File: src/rtl/dispense_pkg.sv
// -----------------------------------------------------------------------------
// dispense_pkg
// Shared definitions for the dispense sequencer: command codes, FSM state
// encoding and small constant helpers used to size and load the phase timer.
// No ports (package).
// -----------------------------------------------------------------------------
package dispense_pkg;

   // Command byte codes received over the UART
   localparam logic [7:0] CMD_STOP  = 8'h00;
   localparam logic [7:0] CMD_POUR  = 8'h01;
   localparam logic [7:0] CMD_MOTOR = 8'h02;

   typedef enum logic [1:0] {
      ST_IDLE      = 2'd0,
      ST_PRIME     = 2'd1,
      ST_POUR      = 2'd2,
      ST_MOTOR_RUN = 2'd3
   } state_t;

   // A zero-length phase is stretched to one cycle so every phase is observable
   function automatic int unsigned eff_cycles(input int unsigned c);
      return (c == 32'd0) ? 32'd1 : c;
   endfunction

   function automatic int unsigned max3(input int unsigned a,
                                        input int unsigned b,
                                        input int unsigned c);
      int unsigned m;
      m = a;
      if (b > m) m = b;
      else m = m;
      if (c > m) m = c;
      else m = m;
      return m;
   endfunction

endpackage

File: src/rtl/dispense_sequencer_seq_timer.sv
// -----------------------------------------------------------------------------
// seq_timer
// Down-counter that times one phase of the dispense sequence. A load writes
// the phase length minus one; the counter then decrements to zero and holds.
// Ports:
//   clk    in   system clock
//   reset  in   asynchronous active-high reset (counter -> 0)
//   load   in   load value into the counter this cycle
//   value  in   W-bit load value
//   zero   out  counter currently equals zero
// -----------------------------------------------------------------------------
module seq_timer #(
   parameter int W = 8
) (
   input  logic         clk,
   input  logic         reset,
   input  logic         load,
   input  logic [W-1:0] value,
   output logic         zero
);

   logic [W-1:0] count_r;

   // Phase counter: load has priority, otherwise count down and stick at zero
   always_ff @(posedge clk or posedge reset) begin
      if (reset) begin
         count_r <= {W{1'b0}};
      end else if (load) begin
         count_r <= value;
      end else if (count_r != {W{1'b0}}) begin
         count_r <= count_r - {{(W-1){1'b0}}, 1'b1};
      end else begin
         count_r <= count_r;
      end
   end

   assign zero = (count_r == {W{1'b0}});

endmodule

File: src/rtl/dispense_sequencer.sv
// -----------------------------------------------------------------------------
// dispense_sequencer
// Command-driven sequencer for a pump/valve pour and a timed motor run.
// Commands arrive as bytes with a one-cycle strobe: 0x00 STOP, 0x01 POUR
// (prime with pump only, then pump + valve), 0x02 MOTOR. All outputs are
// registered; done and err are single-cycle pulses.
// Optional build macro DISPENSE_INTERLOCK_EN adds input interlock_ok: starts
// are refused while it is low, and a running sequence is aborted (with err)
// if it drops.
// Ports:
//   clk          in   system clock
//   reset        in   asynchronous active-high reset
//   cmd_data     in   8-bit command byte
//   cmd_valid    in   single-cycle qualifier for cmd_data
//   interlock_ok in   (DISPENSE_INTERLOCK_EN only) external permissive
//   motor        out  motor drive
//   pump         out  pump drive
//   valve        out  valve drive
//   busy         out  sequence in progress
//   done         out  pulse on normal sequence completion
//   err          out  pulse on rejected command / interlock abort
//   led          out  last accepted command byte
// -----------------------------------------------------------------------------
module dispense_sequencer
   import dispense_pkg::*;
#(
   parameter int unsigned PRIME_CYCLES = 100_000_000,
   parameter int unsigned POUR_CYCLES  = 300_000_000,
   parameter int unsigned MOTOR_CYCLES = 200_000_000
) (
   input  logic       clk,
   input  logic       reset,
   input  logic [7:0] cmd_data,
   input  logic       cmd_valid,
`ifdef DISPENSE_INTERLOCK_EN
   input  logic       interlock_ok,
`endif
   output logic       motor,
   output logic       pump,
   output logic       valve,
   output logic       busy,
   output logic       done,
   output logic       err,
   output logic [7:0] led
);

   localparam int unsigned PRIME_EFF = eff_cycles(PRIME_CYCLES);
   localparam int unsigned POUR_EFF  = eff_cycles(POUR_CYCLES);
   localparam int unsigned MOTOR_EFF = eff_cycles(MOTOR_CYCLES);
   localparam int CNT_W = $clog2(max3(PRIME_EFF, POUR_EFF, MOTOR_EFF)) + 1;

   localparam logic [CNT_W-1:0] PRIME_LOAD = CNT_W'(PRIME_EFF - 32'd1);
   localparam logic [CNT_W-1:0] POUR_LOAD  = CNT_W'(POUR_EFF - 32'd1);
   localparam logic [CNT_W-1:0] MOTOR_LOAD = CNT_W'(MOTOR_EFF - 32'd1);

   state_t           state_r;
   logic             motor_r;
   logic             pump_r;
   logic             valve_r;
   logic             busy_r;
   logic             done_r;
   logic             err_r;
   logic [7:0]       led_r;

   logic             is_stop_s;
   logic             is_start_s;
   logic             is_bad_s;
   logic             can_start_s;
   logic             abort_s;
   logic             tmr_load_s;
   logic [CNT_W-1:0] tmr_value_s;
   logic             tmr_zero_s;

   // Command decode, start permission and interlock abort condition
   always_comb begin
      is_stop_s  = cmd_valid && (cmd_data == CMD_STOP);
      is_start_s = cmd_valid && ((cmd_data == CMD_POUR) || (cmd_data == CMD_MOTOR));
      is_bad_s   = cmd_valid && !is_stop_s && !is_start_s;
`ifdef DISPENSE_INTERLOCK_EN
      can_start_s = (state_r == ST_IDLE) && interlock_ok;
      // Starts require interlock_ok, so low while busy means it fell mid-run
      abort_s     = (state_r != ST_IDLE) && !interlock_ok;
`else
      can_start_s = (state_r == ST_IDLE);
      abort_s     = 1'b0;
`endif
   end

   // Timer load: phase entry loads length-1, stop/abort clears to zero
   always_comb begin
      tmr_load_s  = 1'b0;
      tmr_value_s = {CNT_W{1'b0}};
      if (is_stop_s || abort_s) begin
         tmr_load_s  = 1'b1;
         tmr_value_s = {CNT_W{1'b0}};
      end else if (is_start_s && can_start_s) begin
         tmr_load_s  = 1'b1;
         tmr_value_s = (cmd_data == CMD_POUR) ? PRIME_LOAD : MOTOR_LOAD;
      end else if ((state_r == ST_PRIME) && tmr_zero_s) begin
         tmr_load_s  = 1'b1;
         tmr_value_s = POUR_LOAD;
      end else begin
         tmr_load_s  = 1'b0;
         tmr_value_s = {CNT_W{1'b0}};
      end
   end

   seq_timer #(
      .W(CNT_W)
   ) u_timer (
      .clk   (clk),
      .reset (reset),
      .load  (tmr_load_s),
      .value (tmr_value_s),
      .zero  (tmr_zero_s)
   );

   // Sequencer FSM with registered drives and status pulses
   always_ff @(posedge clk or posedge reset) begin
      if (reset) begin
         state_r <= ST_IDLE;
         motor_r <= 1'b0;
         pump_r  <= 1'b0;
         valve_r <= 1'b0;
         busy_r  <= 1'b0;
         done_r  <= 1'b0;
         err_r   <= 1'b0;
         led_r   <= 8'h00;
      end else begin
         done_r <= 1'b0;
         err_r  <= 1'b0;
         if (is_stop_s) begin
            // STOP wins over everything, including a phase ending this cycle
            state_r <= ST_IDLE;
            motor_r <= 1'b0;
            pump_r  <= 1'b0;
            valve_r <= 1'b0;
            busy_r  <= 1'b0;
            led_r   <= cmd_data;
         end else if (abort_s) begin
            state_r <= ST_IDLE;
            motor_r <= 1'b0;
            pump_r  <= 1'b0;
            valve_r <= 1'b0;
            busy_r  <= 1'b0;
            err_r   <= 1'b1;
         end else begin
            // Invalid codes and starts that cannot be taken are refused
            err_r <= is_bad_s || (is_start_s && !can_start_s);
            case (state_r)
               ST_IDLE: begin
                  if (is_start_s && can_start_s) begin
                     led_r  <= cmd_data;
                     busy_r <= 1'b1;
                     if (cmd_data == CMD_POUR) begin
                        state_r <= ST_PRIME;
                        pump_r  <= 1'b1;
                     end else begin
                        state_r <= ST_MOTOR_RUN;
                        motor_r <= 1'b1;
                     end
                  end else begin
                     state_r <= ST_IDLE;
                  end
               end
               ST_PRIME: begin
                  if (tmr_zero_s) begin
                     state_r <= ST_POUR;
                     valve_r <= 1'b1;
                  end else begin
                     state_r <= ST_PRIME;
                  end
               end
               ST_POUR: begin
                  if (tmr_zero_s) begin
                     state_r <= ST_IDLE;
                     pump_r  <= 1'b0;
                     valve_r <= 1'b0;
                     busy_r  <= 1'b0;
                     done_r  <= 1'b1;
                  end else begin
                     state_r <= ST_POUR;
                  end
               end
               ST_MOTOR_RUN: begin
                  if (tmr_zero_s) begin
                     state_r <= ST_IDLE;
                     motor_r <= 1'b0;
                     busy_r  <= 1'b0;
                     done_r  <= 1'b1;
                  end else begin
                     state_r <= ST_MOTOR_RUN;
                  end
               end
               default: begin
                  state_r <= ST_IDLE;
                  motor_r <= 1'b0;
                  pump_r  <= 1'b0;
                  valve_r <= 1'b0;
                  busy_r  <= 1'b0;
               end
            endcase
         end
      end
   end

   assign motor = motor_r;
   assign pump  = pump_r;
   assign valve = valve_r;
   assign busy  = busy_r;
   assign done  = done_r;
   assign err   = err_r;
   assign led   = led_r;

endmodule

File: config.mk
export PLATFORM = sky130hd
export DESIGN_NAME = dispense_sequencer
export DESIGN_NICKNAME = d
export VERILOG_FILES = /design/src/rtl/dispense_pkg.sv /design/src/rtl/dispense_sequencer_seq_timer.sv /design/src/rtl/dispense_sequencer.sv
export SDC_FILE = /design/constraint.sdc
export NUM_CORES = 1
export LEC_CHECK = 0
export CELL_PAD_IN_SITES_DETAIL_PLACEMENT = 1
export CELL_PAD_IN_SITES_GLOBAL_PLACEMENT = 1
export CORE_ASPECT_RATIO = 1.5
export CORE_MARGIN = 5
export CORE_UTILIZATION = 42
export CTS_CLUSTER_DIAMETER = 40
export CTS_CLUSTER_SIZE = 28
export DETAILED_ROUTE_END_ITERATION = 16
export DONT_BUFFER_PORTS = 1
export MAX_ROUTING_LAYER = met4
export PLACE_DENSITY_LB_ADDON = 0.25
export SLEW_MARGIN = 20
export SYNTH_ARGS = -nofsm -noshare
export SYNTH_HDL_FRONTEND = slang
export SYNTH_SLANG_ARGS = --single-unit
export TNS_END_PERCENT = 10
File: constraint.sdc
create_clock -name clk -period 2.3 [get_ports clk]
set_input_delay 0.46 -clock clk [delete_from_list [all_inputs] [get_ports clk]]
set_output_delay 0.46 -clock clk [all_outputs]
set_load 0.02 [all_outputs]
==> flow_results.xml <==
<?xml version="1.0" encoding="UTF-8"?>
<metrics>
  <group name="synthesis">
    <metric name="post_synthesis_simple_gate_area_fraction" unit="">0.262</metric>
    <metric name="synth-edff-count" unit="">0</metric>
    <metric name="synth_seq_cells" unit="">46</metric>
    <metric name="dominant_combinational_cell_family_by_area_after_synthesis" unit="">simple AND/OR/NAND/NOR gates</metric>
    <metric name="yosys-mux-area-fraction" unit="">0</metric>
    <metric name="synth_adder_area_share" unit="">0.0133</metric>
    <metric name="syn_nets" unit="">264</metric>
    <metric name="ys_dominant_reg_cell" unit="">sky130_fd_sc_hd__dfrtp_1</metric>
    <metric name="synth.yosys.seq_area_share" unit="">0.469</metric>
    <metric name="ys.warnings.count" unit="">0</metric>
    <metric name="synth_compound_gate_area_share" unit="">0.151</metric>
    <metric name="async_flop_share" unit="">1.00</metric>
    <metric name="synthXorXnorAreaFrac" unit="">0.0678</metric>
    <metric name="synth.cell_area" unit="µm²">2450</metric>
    <metric name="netlist-cell-type-count" unit="">49</metric>
    <metric name="syn-instance-count" unit="">252</metric>
    <metric name="syn-mean-instance-area" unit="µm²">9.74</metric>
  </group>
  <group name="die">
    <metric name="fp.dieH" unit="µm">104</metric>
    <metric name="die_area" unit="µm²">7500</metric>
    <metric name="io-pin-count" unit="">25</metric>
    <metric name="floorplan.die.width" unit="µm">72.4</metric>
    <metric name="rows" unit="">34</metric>
    <metric name="floorplan.core_area" unit="µm²">5740</metric>
    <metric name="initial_core_util" unit="">0.427</metric>
  </group>
  <group name="worst_setup_path">
    <metric name="critical_path.reg2reg.endpoint" unit="">u_timer.count_r[29]</metric>
    <metric name="criticalPathCategory" unit="">reg -&gt; reg</metric>
    <metric name="critPathArrivalTime" unit="ps">2440</metric>
    <metric name="ff2ff_setup_slack" unit="ps">80</metric>
    <metric name="timing.critical_path.to" unit="">u_timer.count_r[29]</metric>
    <metric name="setup.worst_path.end_class" unit="">register</metric>
    <metric name="crit_path_start" unit="">u_timer.count_r[1]</metric>
    <metric name="timing.critical_path.fanout_max" unit="">6</metric>
    <metric name="length_in_cells_of_the_worst_reg_to_reg_path" unit="">8</metric>
    <metric name="reg_to_reg_critical_path_startpoint" unit="">u_timer.count_r[1]</metric>
    <metric name="worstPathRequired" unit="ps">2520</metric>
    <metric name="startpoint_type" unit="">register</metric>
  </group>
  <group name="sta">
    <metric name="timing.final.crit_period" unit="ps">2220</metric>
    <metric name="hold_violations" unit="">0</metric>
    <metric name="finalSetupTns" unit="ps">0</metric>
    <metric name="timing.clock.skew" unit="ps">12.0</metric>
    <metric name="final-setup-viol-count" unit="">0</metric>
    <metric name="post-route-period-util" unit="">0.966</metric>
    <metric name="final_slew_violations" unit="">0</metric>
    <metric name="fmaxAchievable" unit="MHz">450</metric>
    <metric name="worst_slew_margin_rel" unit="">0.614</metric>
    <metric name="slew_at_the_pin_closest_to_its_max_slew_limit" unit="ps">578</metric>
    <metric name="setup_repair_after_global_routing_missed_its_margin" unit="">true</metric>
  </group>
  <group name="grt">
    <metric name="global_route_wire_length_before_repair" unit="mm">11.6</metric>
    <metric name="grt-ovfl-total" unit="">0</metric>
    <metric name="grt_max_degree" unit="">37</metric>
    <metric name="grt_use_total" unit="">0.198</metric>
    <metric name="grt_pass1_vias" unit="">2258</metric>
    <metric name="grt_antenna_before_repair" unit="">0</metric>
  </group>
  <group name="placed_design">
    <metric name="dpl_cell_area" unit="µm²">2680</metric>
    <metric name="finalWeightedCongestion" unit="">0.839</metric>
    <metric name="dp_hpwl" unit="mm">4.91</metric>
    <metric name="dpl_cells" unit="">337</metric>
    <metric name="io_buffer_count" unit="">0</metric>
  </group>
  <group name="routing">
    <metric name="routed-wl-met2" unit="mm">3.45</metric>
    <metric name="drt-wirelength-per-cell" unit="µm">18.8</metric>
    <metric name="drcViolationCount" unit="">0</metric>
    <metric name="drt_pass1_iterations" unit="">4</metric>
    <metric name="wl_met3" unit="µm">174</metric>
    <metric name="dr.max_layer_used" unit="">met4</metric>
    <metric name="routed_wirelength" unit="mm">6.53</metric>
    <metric name="m1WireLength" unit="mm">2.76</metric>
    <metric name="vias_per_cell" unit="">5.86</metric>
    <metric name="vias" unit="">2034</metric>
    <metric name="initialDrtViolationCount" unit="">69</metric>
    <metric name="final_antenna_net_count" unit="">0</metric>
  </group>
  <group name="cells_and_area">
    <metric name="num-nets-final" unit="">286</metric>
    <metric name="syn_to_final_growth" unit="%">15.6</metric>
    <metric name="finalInstanceArea" unit="µm²">2840</metric>
    <metric name="mostFrequentLayoutCell" unit="">sky130_fd_sc_hd__dfrtp_1</metric>
    <metric name="drive_gt1_frac" unit="">0.182</metric>
    <metric name="fillCellCount" unit="">679</metric>
    <metric name="diodes" unit="">0</metric>
    <metric name="mostFrequentLayoutCells" unit="">46 x sky130_fd_sc_hd__dfrtp_1, 23 x sky130_fd_sc_hd__buf_4, 20 x sky130_fd_sc_hd__a21oi_1</metric>
    <metric name="fin_cells" unit="">347</metric>
  </group>
  <group name="clock_tree">
    <metric name="ctsRootBufferMaster" unit="">sky130_fd_sc_hd__clkbuf_8</metric>
    <metric name="cts-htree-levels" unit="">2</metric>
    <metric name="clock_sink_count" unit="">46</metric>
    <metric name="clkLatencyLatePin" unit="ps">300</metric>
    <metric name="path_clk_slew" unit="ps">90</metric>
    <metric name="cts-buffers-inserted" unit="">5</metric>
    <metric name="tritoncts" unit="">yes</metric>
    <metric name="cts-root-to-sink-buffers" unit="">2</metric>
  </group>
  <group name="power">
    <metric name="vdd.ir_drop.worst" unit="mV">0.403</metric>
    <metric name="power.leakage" unit="µW">0.00113</metric>
    <metric name="pwr_density_cell" unit="nW/µm²">669</metric>
  </group>
  <group name="flow_run">
    <metric name="max_cap_viol_count" unit="">0</metric>
  </group>
  <group name="status">
    <metric name="outcome" unit="">finished, final reports clean</metric>
  </group>
  <group name="hold_path">
    <metric name="worst_hold_path_type" unit="">in -&gt; reg</metric>
  </group>
</metrics>
## cells in the mapped netlist (all sizes together) (2+ instances only)
| cell type | n | area share |
|---|---|---|
| nand2 | 18 | 0.028 |
| o21ai | 13 | 0.027 |
| or3 | 5 | 0.013 |
| and3 | 3 | 0.0076 |
| or2 | 3 | 0.0076 |
| or4 | 6 | 0.021 |
| a21oi | 20 | 0.041 |
| and2 | 8 | 0.020 |
| dfrtp | 46 | 0.47 |
| nand4b | 2 | 0.0071 |
| o41ai | 2 | 0.0071 |
| nand4 | 4 | 0.010 |
| xor2 | 3 | 0.011 |
| o211ai | 3 | 0.0092 |
| o31ai | 3 | 0.0092 |
| nand3 | 10 | 0.020 |
| nor4 | 11 | 0.039 |
| buf | 6 | 0.021 |
| nor4b | 2 | 0.013 |
| a211oi | 2 | 0.0061 |
| a32o | 2 | 0.0082 |
| nor2 | 21 | 0.034 |
| o31a | 2 | 0.0071 |
| nor2b | 3 | 0.0076 |
| nor3 | 10 | 0.022 |
| a22oi | 3 | 0.0092 |
| xnor2 | 16 | 0.057 |
| inv | 5 | 0.0076 |
| a31oi | 5 | 0.013 |
| maj3 | 2 | 0.0082 |
| clkbuf | 5 | 0.0076 |
## what timing repair did
| item | in CTS | in global routing |
|---|---|---|
| pin swaps | 0 | 0 |
| hold buffers | 1 | 0 |
| gates resized for setup | 1 | 6 |
| setup endpoints to repair | 2 | 20 |
| setup buffers | 0 | 1 |
| endpoints found under the hold margin | 10 | 0 |
## power by group
part | total [µW] | internal, µW | switching, µW
Clock | 602 | 326 | 277
Sequential | 1040 | 900 | 137
Combinational | 260 | 136 | 124
Total | 1900 | 1360 | 537
## logic make-up after synthesis
logic type | count (synthesis)
flops | 46
xor+xnor | 19
compound gates | 59
buf+inv | 16
simple gates | 109
fa+ha+maj | 3
## sequential cells by signal (all words and copies together) (netlist names)
name             cells
busy                 1
err                  1
motor                1
done                 1
pump                 1
led                  8
u_timer.count_r     30
state_r              2
valve                1
## worst max-delay path, stage by stage (launching register included)
cell,delay [ps]
sky130_fd_sc_hd__dfrtp_1,410
sky130_fd_sc_hd__inv_1,80
sky130_fd_sc_hd__ha_1,210
sky130_fd_sc_hd__nor4b_2,180
sky130_fd_sc_hd__and3_1,260
sky130_fd_sc_hd__and3_4,200
sky130_fd_sc_hd__buf_4,160
sky130_fd_sc_hd__or4b_1,460
sky130_fd_sc_hd__a21oi_1,170
## how the worst min path moves through the flow
| stage | start | to | slack [ps] | cells after the start |
|---|---|---|---|---|
| 6_report | cmd_valid | err | 290 | 1 |
| 3_3_place_gp | reset | led[6] | 280 | 1 |
| 4_1_cts | cmd_valid | err | 280 | 1 |
| 2_1_floorplan | u_timer.count_r[10] | u_timer.count_r[10] | 510 | 2 |
| 5_1_grt | cmd_valid | err | 280 | 1 |
| 3_5_place_dp | reset | led[6] | 290 | 1 |
## stage by stage
step	worst slack [ps]	util	total power, µW	hold slack [ps]
4_1_cts	14.3	0.488	1900	279
6_report	78.2	0.494	1900	285
2_1_floorplan	166	-	1210	511
3_3_place_gp	-4.54	0.466	1280	282
5_1_grt	-46.5	0.494	2010	278
3_5_place_dp	2.47	0.466	1290	289
## metal layers
layer  GRT usage  vias to the layer above
li1            -                      967
met2       0.332                       38
met4      0.0660                        0
met1       0.239                     1018
met3      0.0320                       11
met5           -                        -
## area by class of cell
| cell class | count | area, µm² | area share |
|---|---|---|---|
| multi-input cells | 190 | 1250 | 0.440 |
| flip-flops and latches | 46 | 1150 | 0.406 |
| repair buffers | 26 | 223 | 0.0785 |
| well taps | 72 | 90.1 | 0.0318 |
| clock buffers | 7 | 76.3 | 0.0269 |
| clock inverters | 1 | 30.0 | 0.0106 |
| inverters | 5 | 18.8 | 0.00662 |
(Power assumes the default switching activity.)
